$ cat config.mk
export PLATFORM = sky130hd
export DESIGN_NAME = truth_table_sweeper
export DESIGN_NICKNAME = d
export VERILOG_FILES = /design/src/rtl/truth_table_sweeper.sv
export SDC_FILE = /design/constraint.sdc
export NUM_CORES = 1
export LEC_CHECK = 0
export CORE_AREA = 10 10 82 120
export CTS_BUF_LIST = sky130_fd_sc_hd__clkbuf_2
export CTS_CLUSTER_DIAMETER = 30
export CTS_CLUSTER_SIZE = 16
export DETAILED_ROUTE_END_ITERATION = 10
export DIE_AREA = 0 0 92 130
export PLACE_DENSITY_LB_ADDON = 0.1
export RECOVER_POWER = 25
export SYNTH_ARGS = -nofsm -noshare
export SYNTH_HDL_FRONTEND = slang
export SYNTH_SLANG_ARGS = --single-unit
$ cat constraint.sdc
create_clock -name clk -period 2.8 [get_ports clk]
set_clock_uncertainty 0.2 [all_clocks]
set_input_delay 0.56 -clock clk [delete_from_list [all_inputs] [get_ports clk]]
set_output_delay 0.56 -clock clk [all_outputs]
set_load 0.03 [all_outputs]
$ cat src/rtl/truth_table_sweeper.sv
`default_nettype none
// ============================================================================
// Module      : truth_table_sweeper
// Description : Drives all 16 input vectors of a 4-input combinational circuit
//               under test, holds each for SETTLE_CYCLES cycles, samples the
//               response f, and reports the captured truth table, its ones
//               count and whether it equals a reference table.
// Revision    : 1.0 - initial release
// ============================================================================
module truth_table_sweeper #(
    parameter int SETTLE_CYCLES = 2
) (
    input  logic        clk,
    input  logic        rst_n,
    input  logic        start,
    input  logic        f,
    input  logic [15:0] expected,
    output logic        a,
    output logic        b,
    output logic        c,
    output logic        d,
    output logic        busy,
    output logic        done,
    output logic [15:0] table_out,
    output logic [4:0]  ones,
    output logic        match
);

    typedef enum logic [1:0] {
        S_IDLE   = 2'd0,
        S_SETTLE = 2'd1,
        S_SAMPLE = 2'd2,
        S_DONE   = 2'd3
    } state_t;

    // Settle counter value on which the vector is considered stable
    localparam logic [3:0] C_LAST_SETTLE = 4'(SETTLE_CYCLES - 1);

    state_t      r_state;
    logic [3:0]  r_idx;
    logic [3:0]  r_cnt;
    logic [3:0]  r_vec;
    logic        r_busy;
    logic        r_done;
    logic [15:0] r_table;
    logic [4:0]  r_ones;
    logic        r_match;

    // Sweep sequencer: every output is a register so the circuit under test
    // and downstream logic see glitch-free levels.
    always_ff @(posedge clk or negedge rst_n) begin
        if (!rst_n) begin
            r_state <= S_IDLE;
            r_idx   <= 4'd0;
            r_cnt   <= 4'd0;
            r_vec   <= 4'd0;
            r_busy  <= 1'b0;
            r_done  <= 1'b0;
            r_table <= 16'd0;
            r_ones  <= 5'd0;
            r_match <= 1'b0;
        end else begin
            r_done <= 1'b0;
            case (r_state)
                S_IDLE: begin
                    // Results of the previous sweep persist until a new start
                    if (start) begin
                        r_state <= S_SETTLE;
                        r_idx   <= 4'd0;
                        r_cnt   <= 4'd0;
                        r_vec   <= 4'd0;
                        r_busy  <= 1'b1;
                        r_table <= 16'd0;
                        r_ones  <= 5'd0;
                        r_match <= 1'b0;
                    end
                end
                S_SETTLE: begin
                    if (r_cnt == C_LAST_SETTLE) begin
                        r_state <= S_SAMPLE;
                    end else begin
                        r_cnt <= r_cnt + 4'd1;
                    end
                end
                S_SAMPLE: begin
                    r_table[r_idx] <= f;
                    r_ones         <= r_ones + {4'd0, f};
                    if (r_idx == 4'd15) begin
                        // Vector 15 is the last one; never wrap mid-sweep
                        r_state <= S_DONE;
                    end else begin
                        r_state <= S_SETTLE;
                        r_idx   <= r_idx + 4'd1;
                        r_vec   <= r_idx + 4'd1;
                        r_cnt   <= 4'd0;
                    end
                end
                S_DONE: begin
                    // Reference table is only looked at here
                    r_match <= (r_table == expected);
                    r_done  <= 1'b1;
                    r_busy  <= 1'b0;
                    r_vec   <= 4'd0;
                    r_idx   <= 4'd0;
                    r_state <= S_IDLE;
                end
                default: begin
                    r_state <= S_IDLE;
                end
            endcase
        end
    end

    // a is the MSB of the applied vector
    assign {a, b, c, d} = r_vec;
    assign busy         = r_busy;
    assign done         = r_done;
    assign table_out    = r_table;
    assign ones         = r_ones;
    assign match        = r_match;

endmodule
`default_nettype wire

# Word level (Yosys, flattened, before mapping)
# Index checks and enable logic that the tools add are counted.
[totals]
register_bits = 34
elab_cells = 56
[classes]
n_eq_ne = 10
n_addsub = 3
n_reduce_logical = 11
magnitude_cmp = 2
mux = 22
[op_table]
columns = ["cell", "count"]
rows = [
  ["case mux 16 bit (2 select lines)", 1],
  ["case mux 4 bit (3 select lines)", 2],
  ["bitwise mux 16 bit", 1],
  ["equality test 16 bit", 1],
  ["two-way mux 16 bit", 1],
  ["two-way mux 4 bit", 4],
  ["case mux 5 bit (2 select lines)", 1],
  ["adder 4 x 1 -> 4 bit (second input constant)", 2],
  ["!= test 2 bit (second input constant)", 4],
  ["case mux 2 bit (4 select lines)", 1],
  ["two-way mux 2 bit", 3],
  ["AND reduction 2 bit", 3],
  ["nonzero test 3 bit", 2],
  ["adder 5 x 1 -> 5 bit", 1],
  ["< comparator 4 x 5 -> 1 bit (second input constant)", 1],
  ["two-way mux 5 bit", 1],
  ["demux 1 bit (select 4 bit)", 1],
  ["equality test 2 bit (second input constant)", 2],
  ["equality test 4 x 1 -> 1 bit (second input constant)", 1],
  ["equality test 4 bit (second input constant)", 1],
  [">= comparator 4 x 1 -> 1 bit (second input constant)", 1],
  ["two-way mux 1 bit", 4],
  ["case mux 1 bit (2 select lines)", 2],
  ["AND reduction 4 bit", 1],
  ["other kinds (5)", 6],
]

# Longest topological paths before layout
[depth]
word_depth = 6
ltp_mapped = 7

# Least setup slack after synthesis
# No wires, ideal clock.
[synth_timing]
kind = "register to register"
startpoint = "register r_vec[0] (netlist name)"
endpoint = "register r_vec[1]"
path_buffers = 1
arrival_ps = 1565
setup_ps = 122
setup_slack_ps = 913
path_stages_with_launch = 6
required_time_ps = 2478
path_cell_list = "dfrtp_1 > ha_1 > nand3b_4 > or2_1 > buf_6 > a32o_1"
[synth_rtl]
columns = ["item", "line_no", "source"]
rows = [
  ["end signal, assigned", "94", "r_vec <= r_idx + 4'd1;"],
  ["end, declared", "42", "logic [3:0] r_vec;"],
]

# Worst setup path after layout
[layout_timing]
startpoint = "register r_vec[0]"
endpoint = "output d"
[layout_rtl]
columns = ["item", "line_no", "source"]
rows = [
  ["end, declared", "21", "output logic d,"],
]
# No word-level cell between the ends.

==> flow_summary_export.csv <==
group,metric,value,unit
die,die-width,92,µm
final_layout,nets,245,
final_layout,diodes,0,
clock_network,cts_post_setup_buffers_inserted,0,
logic_synthesis,async_flop_share,1.00,
die,io_pins,48,
die,coreArea,0.00781,mm²
global_route,antenna_found_initial,0,
drt,viasPerCell,4.59,
die,die_y,130,µm
worst_setup_path,path_buf_inv,1,
worst_setup_path,rr_worst_depth,5,
hold_path,hold_path_class,"flop to flop",
hold_path,min_to,"busy",
logic_synthesis,synth_seq_cells,34,
final_layout,multi_input_area,931,µm²
clock_network,clk_pin_slew,0.19,ns
drt,drtIter0Drc,57,
sta,fin_crit_sh,0.843,
worst_setup_path,worstPathRequired,2.04,ns
clock_network,clock_sinks,34,
die,start_util,0.240,
sta,worstMarginPinSlew,0.902,ns
worst_setup_path,r2r_slack,0.79,ns
clock_network,clk_path_buf_depth,2,
sta,hold_violations,0,
place,place_congestion,0.659,
sta,period_minus_slack,2.36,ns
logic_synthesis,synthCells,169,
clock_network,clock_latency,0.37,ns
logic_synthesis,syn_nets,197,
worst_setup_path,arrival,1.60,ns
logic_synthesis,ys_seq_area_frac,0.454,
hold_path,whs_path_depth,2,
place,dp_hpwl,3.92,mm
clock_network,ctsRootBufferMaster,"clkbuf_2",
worst_setup_path,worstSetupPathType,"flop to output port",
clock_network,cts_tree,"done",
drt,drc_errors,0,
final_layout,regArea,851,µm²
worst_setup_path,cp-end-kind,"output port",
global_route,grt_pass1_vias,1526,
clock_network,cts_hold_buf,0,
flow_run,maxCapViolCount,0,
worst_setup_path,reg2reg_from,"r_state[1]",
worst_setup_path,start_kind,"flop",
sta,slew_violations,0,
final_layout,drive_gt1_frac,0.101,
drt,antenna_left,0,
global_route,grt_pass1_wl,8.43,mm
die,die-area,0.0120,mm²
worst_setup_path,cpPeakStageDelay,0.73,ns
logic_synthesis,mappedNetlistArea,0.00187,mm²
run_status,status,"completed",
logic_synthesis,yosys_warnings,0,
power,power.density,465,mW/mm²
final_layout,fillCellCount,834,
worst_setup_path,crit_family,"buffers and inverters",
global_route,grt_max_degree,35,
worst_setup_path,r2r_end,"table_out[0]",
logic_synthesis,synth_area_per_cell,11.1,µm²
sta,fin_ws,0.440,ns
logic_synthesis,synth_cell_types,40,
worst_setup_path,crit_chain,"clkdlybuf4s50_1",
final_layout,final_util,0.318,
worst_setup_path,crit_fanout,7,
worst_setup_path,cp_slowest_cell,"clkdlybuf4s50_1",
hold_path,hp-start,"busy",
drt,drt_wl_total,5.27,mm
sta,maxSlewHeadroom,0.399,
final_layout,syn2layout_area_growth,32.4,%
clock_network,cts_htree_levels,2,
sta,setup_viol,0,
global_route,grt_use_total,0.0887,
die,rows,40,
place,io_buffer_count,47,
drt,first_pass_iters,4,
sta,setup_tns,0,ns
logic_synthesis,synth_edf_count,0,
drt,vias,1481,
drt,drt-wirelength-per-cell,16.3,µm
sta,max_freq,0.424,GHz
final_layout,final_cells,323,
clock_network,cts-resized-gates,0,
power,leakagePower,1.06,nW
power,ir_drop,0.212,mV
sta,grt_setup_unrepaired,"no",
logic_synthesis,synthFlopType,"dfrtp_1",
place,preCtsSetupSlack,0.503,ns
clock_network,numCtsBuffers,5,
place,dp.cells,315,
global_route,overflow,0,
-- cells by family (layout without fill, tap and decap cells) --
kind of cell,Yosys count,in the layout,synth area share
adders and majority gates,8,8,0.0534
DFF,34,34,0.454
and+or+nand+nor,38,38,0.130
buffers and inverters,17,66,0.0488
AOI/OAI and AO/OA,53,53,0.223
muxes,1,1,0.00601
xor gates and xnor gates,18,18,0.0842
-- worst max path at each step --
stage | from | slack [ns] | depth (start not counted) | end
floorplan | r_vec[0] | 0.91 | 5 | r_vec[1]
CTS | r_vec[0] | 0.40 | 1 | d
global route | r_vec[0] | 0.34 | 1 | d
detailed placement | expected[6] | 0.50 | 5 | match
global placement | expected[6] | 0.49 | 5 | match
finish | r_vec[0] | 0.44 | 1 | d
-- cells in the final DEF, fill, tap and decap left out, drive strengths merged, types with 6 or more instances in the layout --
master / Yosys / final
clkdlybuf4s50: 0 / 46
dfrtp: 34 / 34
xor2: 17 / 17
o211ai: 12 / 12
o31ai: 12 / 12
nand2: 10 / 10
ha: 8 / 8
clkbuf: 5 / 7
inv: 6 / 6
nand3: 6 / 6
a22o: 6 / 6
-- stage by stage --
stage	area [µm²]	power, mW	hold WS, ns
global placement	2440	0.934	0.270
finish	2480	1.15	0.311
detailed placement	2440	0.936	0.277
CTS	2480	1.18	0.321
floorplan	1870	0.770	0.0644
global route	2480	1.23	0.362
-- state kept, by name, summed over array words and instances (netlist names) --
signal	flops
table_out	16
match	1
r_state	2
r_cnt	4
done	1
ones	5
r_vec	4
busy	1
-- power breakdown --
| part | switching [mW] | internal (mW) | total [mW] | leakage [nW] |
|---|---|---|---|---|
| Sequential | 0.0504 | 0.535 | 0.586 | 0.394 |
| Combinational | 0.169 | 0.163 | 0.332 | 0.632 |
| Clock | 0.173 | 0.0615 | 0.235 | 0.0304 |
| Total | 0.392 | 0.760 | 1.15 | 1.06 |
-- Yosys cell counts (2+ instances only) --
cell / instances / area share
o2bb2ai_1: 3 / 0.014
nor2_1: 3 / 0.0060
o41ai_1: 4 / 0.019
o21ai_0: 3 / 0.0080
nand2b_1: 3 / 0.010
nor2b_1: 2 / 0.0067
nand3_1: 6 / 0.016
buf_6: 2 / 0.012
inv_1: 6 / 0.012
dfrtp_1: 34 / 0.45
nand2_1: 6 / 0.012
buf_4: 3 / 0.012
a21o_1: 4 / 0.016
o211ai_1: 12 / 0.048
clkbuf_1: 5 / 0.010
nor4_1: 3 / 0.010
ha_1: 8 / 0.053
nor3_1: 3 / 0.0080
o31ai_1: 12 / 0.048
nand2_4: 3 / 0.018
xor2_1: 17 / 0.079
a22o_1: 6 / 0.028
o311ai_0: 4 / 0.019
-- metal layers --
layer | vias to the layer above | GRT usage | share of wire
met5 | - | 0 | 0
met3 | 4 | 0.0253 | 0.046
li1 | 727 | - | -
met1 | 708 | 0.104 | 0.46
met2 | 42 | 0.153 | 0.49
met4 | 0 | 0.0273 | 0.0097
-- area by class of cell --
| cell class | instances | area share |
|---|---|---|
| clock buffers | 6 | 0.0121 |
| flip-flops and latches | 34 | 0.343 |
| inverters | 6 | 0.00908 |
| well taps | 105 | 0.0530 |
| clock inverters | 2 | 0.00353 |
| repair buffers | 52 | 0.204 |
| multi-input cells | 118 | 0.375 |
Note: power is estimated with default switching activity, not from simulation.
